--- src/rtl/plank_cmd_master.sv ---
// Purpose : Serialises one 19-byte plank command over a byte UART, then waits for a matching
//           feedback frame; assembles 3-byte RX frames into feedback or telemetry results.
// Latency : one TX strobe per byte once the UART is idle; fb/telemetry pulses 1 cycle after the 3rd RX byte.
// Backpressure: o_cmd_ready only in IDLE; each byte waits for i_uart_tx_active low and i_uart_tx_done.
// Ports   : i_clk/i_rst clock and async reset; i_cmd_* command handshake and payload;
//           o_uart_tx_* / i_uart_tx_* byte TX handshake; i_uart_rx_* received bytes;
//           o_fb_* feedback result; o_telem_* telemetry frames.
module plank_cmd_master #(
    parameter logic [7:0]  HEADER     = 8'h02,
    parameter int unsigned FB_TIMEOUT = 200000,
    parameter int unsigned GAP_CYCLES = 2000
) (
    input  logic        i_clk,
    input  logic        i_rst,
    input  logic        i_cmd_valid,
    output logic        o_cmd_ready,
    input  logic        i_tx_rx_sel,
    input  logic        i_soft_inhibit,
    input  logic [47:0] i_phase,
    input  logic [47:0] i_attn,
    input  logic [7:0]  i_ch_power,
    output logic        o_uart_tx_valid,
    output logic [7:0]  o_uart_tx_data,
    input  logic        i_uart_tx_active,
    input  logic        i_uart_tx_done,
    input  logic        i_uart_rx_valid,
    input  logic [7:0]  i_uart_rx_data,
    output logic        o_fb_valid,
    output logic        o_fb_match,
    output logic        o_fb_timeout,
    output logic        o_telem_valid,
    output logic [23:0] o_telem_data
);

    localparam int unsigned FB_W  = $clog2(FB_TIMEOUT + 1);
    localparam int unsigned GAP_W = $clog2(GAP_CYCLES + 1);
    localparam logic [FB_W-1:0]  FB_LAST  = FB_W'(FB_TIMEOUT - 1);
    localparam logic [GAP_W-1:0] GAP_LAST = GAP_W'(GAP_CYCLES - 1);

    localparam logic [1:0] ST_IDLE      = 2'd0;
    localparam logic [1:0] ST_SEND      = 2'd1;
    localparam logic [1:0] ST_WAIT_DONE = 2'd2;
    localparam logic [1:0] ST_WAIT_FB   = 2'd3;

    localparam logic [4:0] LAST_IDX = 5'd18;
    localparam logic [7:0] FB_TAG   = 8'hEE;

    logic [1:0]       state;
    logic [4:0]       idx;
    logic [FB_W-1:0]  fb_cnt;

    // Command fields captured at acceptance; the packet is built from these only.
    logic             sel_l;
    logic             inh_l;
    logic [47:0]      phase_l;
    logic [47:0]      attn_l;
    logic [7:0]       power_l;

    // RX frame assembler
    logic [1:0]       rx_cnt;
    logic [7:0]       rx_b0;
    logic [7:0]       rx_b1;
    logic [GAP_W-1:0] gap_cnt;

    logic             frame_done;
    logic [23:0]      frame;
    logic             is_fb;
    logic             is_telem;

    logic [5:0]       phase_ch [8];
    logic [5:0]       attn_ch  [8];
    logic [4:0]       pair;
    logic [7:0]       cur_byte;

    assign o_cmd_ready = (state == ST_IDLE);

    assign frame_done = i_uart_rx_valid && (rx_cnt == 2'd2);
    assign frame      = {i_uart_rx_data, rx_b1, rx_b0};
    assign is_fb      = frame_done && (rx_b0 == FB_TAG) && (state == ST_WAIT_FB);
    // Feedback-tagged frames outside WAIT_FB are dropped rather than reported as telemetry.
    assign is_telem   = frame_done && (rx_b0 != FB_TAG);

    // Byte select: idx 2..17 alternate phase/attn for channels 1..8.
    always_comb begin
        for (int k = 0; k < 8; k++) begin
            phase_ch[k] = phase_l[6*k +: 6];
            attn_ch[k]  = attn_l[6*k +: 6];
        end
        pair     = idx - 5'd2;
        cur_byte = 8'h00;
        if (idx == 5'd0) begin
            cur_byte = HEADER;
        end else if (idx == 5'd1) begin
            cur_byte = {4'b0000, inh_l, sel_l, 2'b00};
        end else if (idx == LAST_IDX) begin
            cur_byte = power_l;
        end else if (!pair[0]) begin
            cur_byte = {2'b00, phase_ch[pair[3:1]]};
        end else begin
            cur_byte = {2'b00, attn_ch[pair[3:1]]};
        end
    end

    // RX assembler: runs regardless of FSM state; a stalled partial frame is flushed
    // after GAP_CYCLES consecutive idle cycles.
    always_ff @(posedge i_clk or posedge i_rst) begin
        if (i_rst) begin
            rx_cnt  <= 2'd0;
            rx_b0   <= 8'h00;
            rx_b1   <= 8'h00;
            gap_cnt <= '0;
        end else if (i_uart_rx_valid) begin
            gap_cnt <= '0;
            case (rx_cnt)
                2'd0:    begin rx_b0 <= i_uart_rx_data; rx_cnt <= 2'd1; end
                2'd1:    begin rx_b1 <= i_uart_rx_data; rx_cnt <= 2'd2; end
                default: rx_cnt <= 2'd0;
            endcase
        end else if (rx_cnt != 2'd0) begin
            if (gap_cnt == GAP_LAST) begin
                rx_cnt  <= 2'd0;
                gap_cnt <= '0;
            end else begin
                gap_cnt <= gap_cnt + 1'b1;
            end
        end
    end

    // Result outputs: fb_match and telem_data hold between pulses.
    always_ff @(posedge i_clk or posedge i_rst) begin
        if (i_rst) begin
            o_fb_valid    <= 1'b0;
            o_fb_match    <= 1'b0;
            o_telem_valid <= 1'b0;
            o_telem_data  <= 24'h0;
        end else begin
            o_fb_valid    <= is_fb;
            o_telem_valid <= is_telem;
            if (is_fb) begin
                o_fb_match <= (rx_b1 == power_l) && (i_uart_rx_data[0] == sel_l);
            end
            if (is_telem) begin
                o_telem_data <= frame;
            end
        end
    end

    // Command FSM
    always_ff @(posedge i_clk or posedge i_rst) begin
        if (i_rst) begin
            state           <= ST_IDLE;
            idx             <= 5'd0;
            fb_cnt          <= '0;
            sel_l           <= 1'b0;
            inh_l           <= 1'b0;
            phase_l         <= 48'h0;
            attn_l          <= 48'h0;
            power_l         <= 8'h00;
            o_uart_tx_valid <= 1'b0;
            o_uart_tx_data  <= 8'h00;
            o_fb_timeout    <= 1'b0;
        end else begin
            o_uart_tx_valid <= 1'b0;
            o_fb_timeout    <= 1'b0;
            case (state)
                ST_IDLE: begin
                    if (i_cmd_valid) begin
                        sel_l   <= i_tx_rx_sel;
                        inh_l   <= i_soft_inhibit;
                        phase_l <= i_phase;
                        attn_l  <= i_attn;
                        power_l <= i_ch_power;
                        idx     <= 5'd0;
                        state   <= ST_SEND;
                    end
                end
                ST_SEND: begin
                    if (!i_uart_tx_active) begin
                        o_uart_tx_valid <= 1'b1;
                        o_uart_tx_data  <= cur_byte;
                        state           <= ST_WAIT_DONE;
                    end
                end
                ST_WAIT_DONE: begin
                    if (i_uart_tx_done) begin
                        idx <= idx + 5'd1;
                        if (idx == LAST_IDX) begin
                            fb_cnt <= '0;
                            state  <= ST_WAIT_FB;
                        end else begin
                            state  <= ST_SEND;
                        end
                    end
                end
                default: begin
                    // A feedback frame landing on the timeout cycle takes priority.
                    if (is_fb) begin
                        state <= ST_IDLE;
                    end else if (fb_cnt == FB_LAST) begin
                        o_fb_timeout <= 1'b1;
                        state        <= ST_IDLE;
                    end else begin
                        fb_cnt <= fb_cnt + 1'b1;
                    end
                end
            endcase
        end
    end

endmodule
--- config.mk ---
export PLATFORM = sky130hd
export DESIGN_NAME = plank_cmd_master
export DESIGN_NICKNAME = d
export VERILOG_FILES = /design/src/rtl/plank_cmd_master.sv
export SDC_FILE = /design/constraint.sdc
export NUM_CORES = 1
export LEC_CHECK = 0
export ABC_AREA = 0
export BUFFER_PORTS_ARGS = -buffer_cell sky130_fd_sc_hd__buf_2
export CAP_MARGIN = 20
export CORE_ASPECT_RATIO = 0.9
export CORE_MARGIN = 2
export CORE_UTILIZATION = 56
export DETAILED_ROUTE_END_ITERATION = 16
export GPL_ROUTABILITY_DRIVEN = 0
export PLACE_DENSITY = 0.92
export SETUP_SLACK_MARGIN = 0.15
export SLEW_MARGIN = 10
export SYNTH_ARGS = -nofsm -noshare
export SYNTH_HDL_FRONTEND = slang
export SYNTH_SLANG_ARGS = --single-unit
--- constraint.sdc ---
create_clock -name i_clk -period 7.5 [get_ports i_clk]
set_clock_uncertainty 0.2 [all_clocks]
set_input_delay 1.125 -clock i_clk [delete_from_list [all_inputs] [get_ports i_clk]]
set_output_delay 1.125 -clock i_clk [all_outputs]
set_load 0.02 [all_outputs]
==> Yosys cells after proc, flatten, opt, wreduce, memory -nomap -nowiden <==
Cells that the tools add are included.
{ "totals": {"regBits": 197, "in_bits": 120, "output_inout_bits": 38} }
{ "classes": {"addsub": 4, "magnitude_cmp": 1, "eq_ne": 19, "muxes": 37, "bitwise_logic": 3, "reduce_logical": 23} }
{ "op_table": {"columns": ["op", "count"], "rows": [
  ["18-bit two-way mux", 4],
  ["6-bit binary-select mux with 3-bit select", 2],
  ["18-bit case mux with 2 select lines", 1],
  ["11-bit two-way mux", 3],
  ["6-bit two-way mux", 5],
  ["8-bit two-way mux", 3],
  ["18-bit by 1-bit adder with 18-bit output, second input constant", 1],
  ["18-bit equality test, second input constant", 1],
  ["2-bit two-way mux", 9],
  ["11-bit by 1-bit adder with 11-bit output, second input constant", 1],
  ["11-bit equality test, second input constant", 1],
  ["5-bit two-way mux", 2],
  ["5-bit case mux with 2 select lines", 1],
  ["2-bit AND reduction", 5],
  ["8-bit equality test", 1],
  ["8-bit equality test, second input constant", 1],
  ["2-bit inequality test, second input constant", 4],
  ["8-bit inequality test, second input constant", 1],
  ["2-bit nonzero test", 4],
  ["2-bit equality test, second input constant", 3],
  ["2-bit case mux with 3 select lines", 1],
  ["5-bit by 1-bit adder with 5-bit output, second input constant", 1],
  ["5-bit by 1-bit equality test with 1-bit output, second input constant", 1],
  ["5-bit equality test, second input constant", 1],
  ["18 further kinds", 30]
]} }

==> Longest topological paths before layout <==
{ "logic_depth": {"depth_word": 9, "depth_mapped": 11, "mapped_depth_nobuf": 7} }

==> Worst setup path after synthesis <==
No wires, ideal clock.
{ "synth_path": {"kind": "flip-flop to flip-flop", "startpoint": "register idx[1]", "endpoint": "register o_uart_tx_data[4]", "setup_ps": 124, "arrival_ps": 2588, "t_required_ps": 7176, "setup_slack_ps": 4588, "path_stages_with_launch": 11, "path_buffers": 4, "period_less_slack_ps": 2912, "cell_sequence": "dfrtp_1 buf_6 buf_2 inv_1 ha_1 clkbuf_1 clkbuf_1 mux4_1 a22oi_1 a31oi_1 a211o_1"} }
{ "synth_between": {"elab_chain_cells": 9, "word_cells_on_any_way": 15, "classes_between": "add/sub: 1; eq/ne: 2; mux: 10; bitwise: 1; reduce/logical: 1"} }
{ "synth_lines": {"columns": ["item", "line_no", "source"], "rows": [
  ["start, declared", "49", "logic [4:0] idx;"],
  ["start signal, assigned", "186", "idx <= idx + 5'd1;"],
  ["4-bit by 2-bit subtractor with 4-bit output", "89", "pair = idx - 5'd2;"],
  ["3-bit NOT with 4-bit output (not written as such)", "98, 100", null],
  ["6-bit binary-select mux with 3-bit select (on tied branches)", "98, 100", null],
  ["6-bit two-way mux (on tied branches) (2 in series)", "98, 100", null],
  ["6-bit two-way mux", "97", "end else if (!pair[0]) begin"],
  ["8-bit two-way mux", "95", "end else if (idx == LAST_IDX) begin"],
  ["8-bit two-way mux", "93", "end else if (idx == 5'd1) begin"],
  ["8-bit two-way mux *", "91", "if (idx == 5'd0) begin"],
  ["end signal, assigned", "180", "o_uart_tx_data <= cur_byte;"],
  ["end, declared", "23", "output logic [7:0] o_uart_tx_data,"]
]} }
Mark *: on every way between the ends. The rest lies on a longest branch, timed or not. The select of a mux whose other input is x is not followed.
A chain may end at the register's enable or synchronous reset.

==> Worst setup path in the final report <==
{ "layout_path": {"startpoint": "register idx[1]", "endpoint": "register o_uart_tx_data[1]"} }
The elaborated chain is that of the path after synthesis.

==> out/metrics.yaml <==
route:
  antenna_left: 0
  first_iter_violations: 662
  wl_per_cell_um: 19.61
  wirelength_um: 21140
  dr.pass1.iters: 5
  via_count: 6516
  drc: 0
  routed_via_density: 6.045
critical_path:
  critical_path_buf_inv_count: 1
  path_max_fanout: 29
  required_ns: 7.61
  cp-end-kind: "flip-flop"
  startpoint_type: "flip-flop"
  worstPathCellList: "inv_1 -> ha_1 -> mux4_1 -> mux4_2 -> a2111oi_2 -> a21oi_1"
  critPathArrivalTime_ns: 4.02
  critPathKind: "reg -> reg"
  slowest_delay_ns: 1.06
  slowest_stage: "ha_1"
  crit_family: "adder cells"
synthesis:
  synth_edf_count: 0
  yosysMostFrequentCell: "dfrtp_1"
  post_synth.cell_area_avg_um2: 12.43
  synthDistinctLibCells: 57
  yosys_warnings: 0
  synth_area_um2: 8926
  netlist_instances: 718
  synth-seq-area-share: 0.5523
  ys_top_cells_by_count: "197 x dfrtp_1, 123 x mux2_2, 109 x nand2_1, 31 x nand3_1, 27 x nor2_1"
  synthTopCellsByArea: "dfrtp_1 55%, mux2_2 16%, mux4_2 5.6%"
  ys.flop_type: "dfrtp_1"
  async_flop_share: 1.000
  syn-num-nets: 846
  ys_ff_latch: 197
  synth_top_area_share: 0.5523
  yosysTopAreaCell: "dfrtp_1"
final_layout:
  layout.cells.non_filler: 1078
  fillers: 1047
  nets: 992
  syn_to_final_growth_pct: 17.21
  drive_gt1_frac: 0.3950
  insertedDiodeCount: 0
  fin_util: 0.6752
floorplan:
  core_area_um2: 15490
  die_area_um2: 16970
  pin_count: 158
  die_h_um: 123.8
  num_rows: 43
  start_util: 0.5761
  fp.dieW_um: 137.1
sta:
  fin_crit_sh: 0.5215
  slew_headroom: 0.2854
  tightest_slew_ns: 1.072
  slew_viol_final: 0
  finalHoldViolations: 0
  whs_ns: 0.2732
  min_period_ns: 3.912
  tns_ns: 0
  grt_setup_unrepaired: "false"
  max_freq_mhz: 255.7
  finalSetupViolCount: 0
clocking:
  cts_buffers: 17
  cts.clk_slew.worst_paths_ns: 0.07
  cts_max_level: 4
  postCtsResizedCells: 0
  root_buffer: "clkbuf_16"
  cts_setup_buffers: 0
  cts_tree: "yes"
  ctsHoldBuffers: 0
  cts_sinks: 197
  clock_latency_ns: 0.44
  cts_buffer_depth: 2
placement:
  hpwl_um: 14490
  portBuffers: 157
  dp.cells: 1045
grt:
  grt_usage: 0.2573
  grt_max_degree: 114
  grt_pass1_vias: 6381
  grt_pass1_wl_um: 32990
  antenna_found_initial: 1
  gr-total-overflow: 0
outcome:
  outcome: "completed"
pwr:
  powerDensity_nw_per_um2: 408.4
  leakage_nw: 4.747
  power_mw: 4.273
  max-vdd-ir-drop_mv: 0.2547
job:
  cap_violations: 0
hold_path:
  min_path_type: "reg -> reg"
-- report_power, final --
| group | switching [mW] | leakage (nW) | total [mW] | internal, mW |
|---|---|---|---|---|
| Sequential | 0.378 | 2.42 | 1.89 | 1.51 |
| Clock | 0.414 | 0.279 | 0.917 | 0.503 |
| Combinational | 0.701 | 2.05 | 1.47 | 0.764 |
| Total | 1.49 | 4.75 | 4.27 | 2.78 |
-- flip-flops by register name (all words and copies together), names as in the netlist, 2 cells and up --
name            flops
attn_l             48
phase_l            48
o_telem_data       24
fb_cnt             18
gap_cnt            11
o_uart_tx_data      8
power_l             8
rx_b0               8
rx_b1               8
idx                 5
rx_cnt              2
state               2
-- path summary, 6_finish.rpt --
path	start	endpoint	slack (ns)	depth (start not counted)
worst max-delay path	idx[1]	o_uart_tx_data[1]	3.59	6
worst min-delay path	o_telem_data[5]	o_telem_data[5]	0.27	2
worst max register to register	idx[1]	o_uart_tx_data[1]	3.59	6
worst min register to register	o_telem_data[5]	o_telem_data[5]	0.27	2
max in group asynchronous	i_rst	phase_l[2]	5.30	4
min in group asynchronous	i_rst	attn_l[14]	0.62	2
-- per-stage QoR --
| stage | instance area [µm²] | setup WS [ns] |
|---|---|---|
| global route | 10460 | 3.359 |
| CTS | 10430 | 3.561 |
| floorplan | 8926 | 0.8060 |
| finish | 10460 | 3.588 |
| global placement | 9839 | 3.738 |
| detailed placement | 9839 | 3.675 |
-- kinds of logic after synthesis --
family / share of synthesized area
adders and majority gates: 0.01121
buffers and inverters: 0.02369
DFF: 0.5523
and+or+nand+nor: 0.1109
AOI/OAI and AO/OA: 0.06266
xor gates and xnor gates: 0.01864
muxes: 0.2206
-- worst register-to-register path, delay by kind of cell (launching register included) --
family | cells | cell delay [ns]
adder cells (fa/ha/maj) | 1 | 1.06
flip-flops | 1 | 0.93
multiplexers | 2 | 0.93
AO/OA/AOI/OAI | 2 | 0.44
buffers and inverters | 1 | 0.22
-- cell usage in the layout (no fill, tap or decap), drive strengths merged, types with 8 or more instances in the layout --
cell    count
inv        16
nand3      31
nand4      10
dfrtp     197
ha          8
o21ai      15
xnor2       8
xor2       11
mux2      123
a21oi      14
buf       162
nand2     110
a31oi      14
nor3       10
nor2       27
mux4       25
clkbuf     18
-- metal layers --
| metal | routed length [µm] | up-vias | global-route usage |
|---|---|---|---|
| met2 | 10550 | 271 | 0.4188 |
| met1 | 8652 | 3309 | 0.3379 |
| li1 | - | 2897 | - |
| met3 | 1503 | 39 | 0.06675 |
| met4 | 433 | 0 | 0.09085 |
| met5 | 0 | - | 0 |
-- layout make-up --
cell class              count  area (µm²)  area share
flip-flops and latches    197        4931      0.4713
multi-input cells         472        3787      0.3620
repair buffers            162       843.3     0.08060
clock buffers              18       439.2     0.04198
well taps                 202       252.7     0.02416
clock inverters            13       148.9     0.01423
inverters                  14       60.06    0.005740
(Power assumes the default switching activity.)
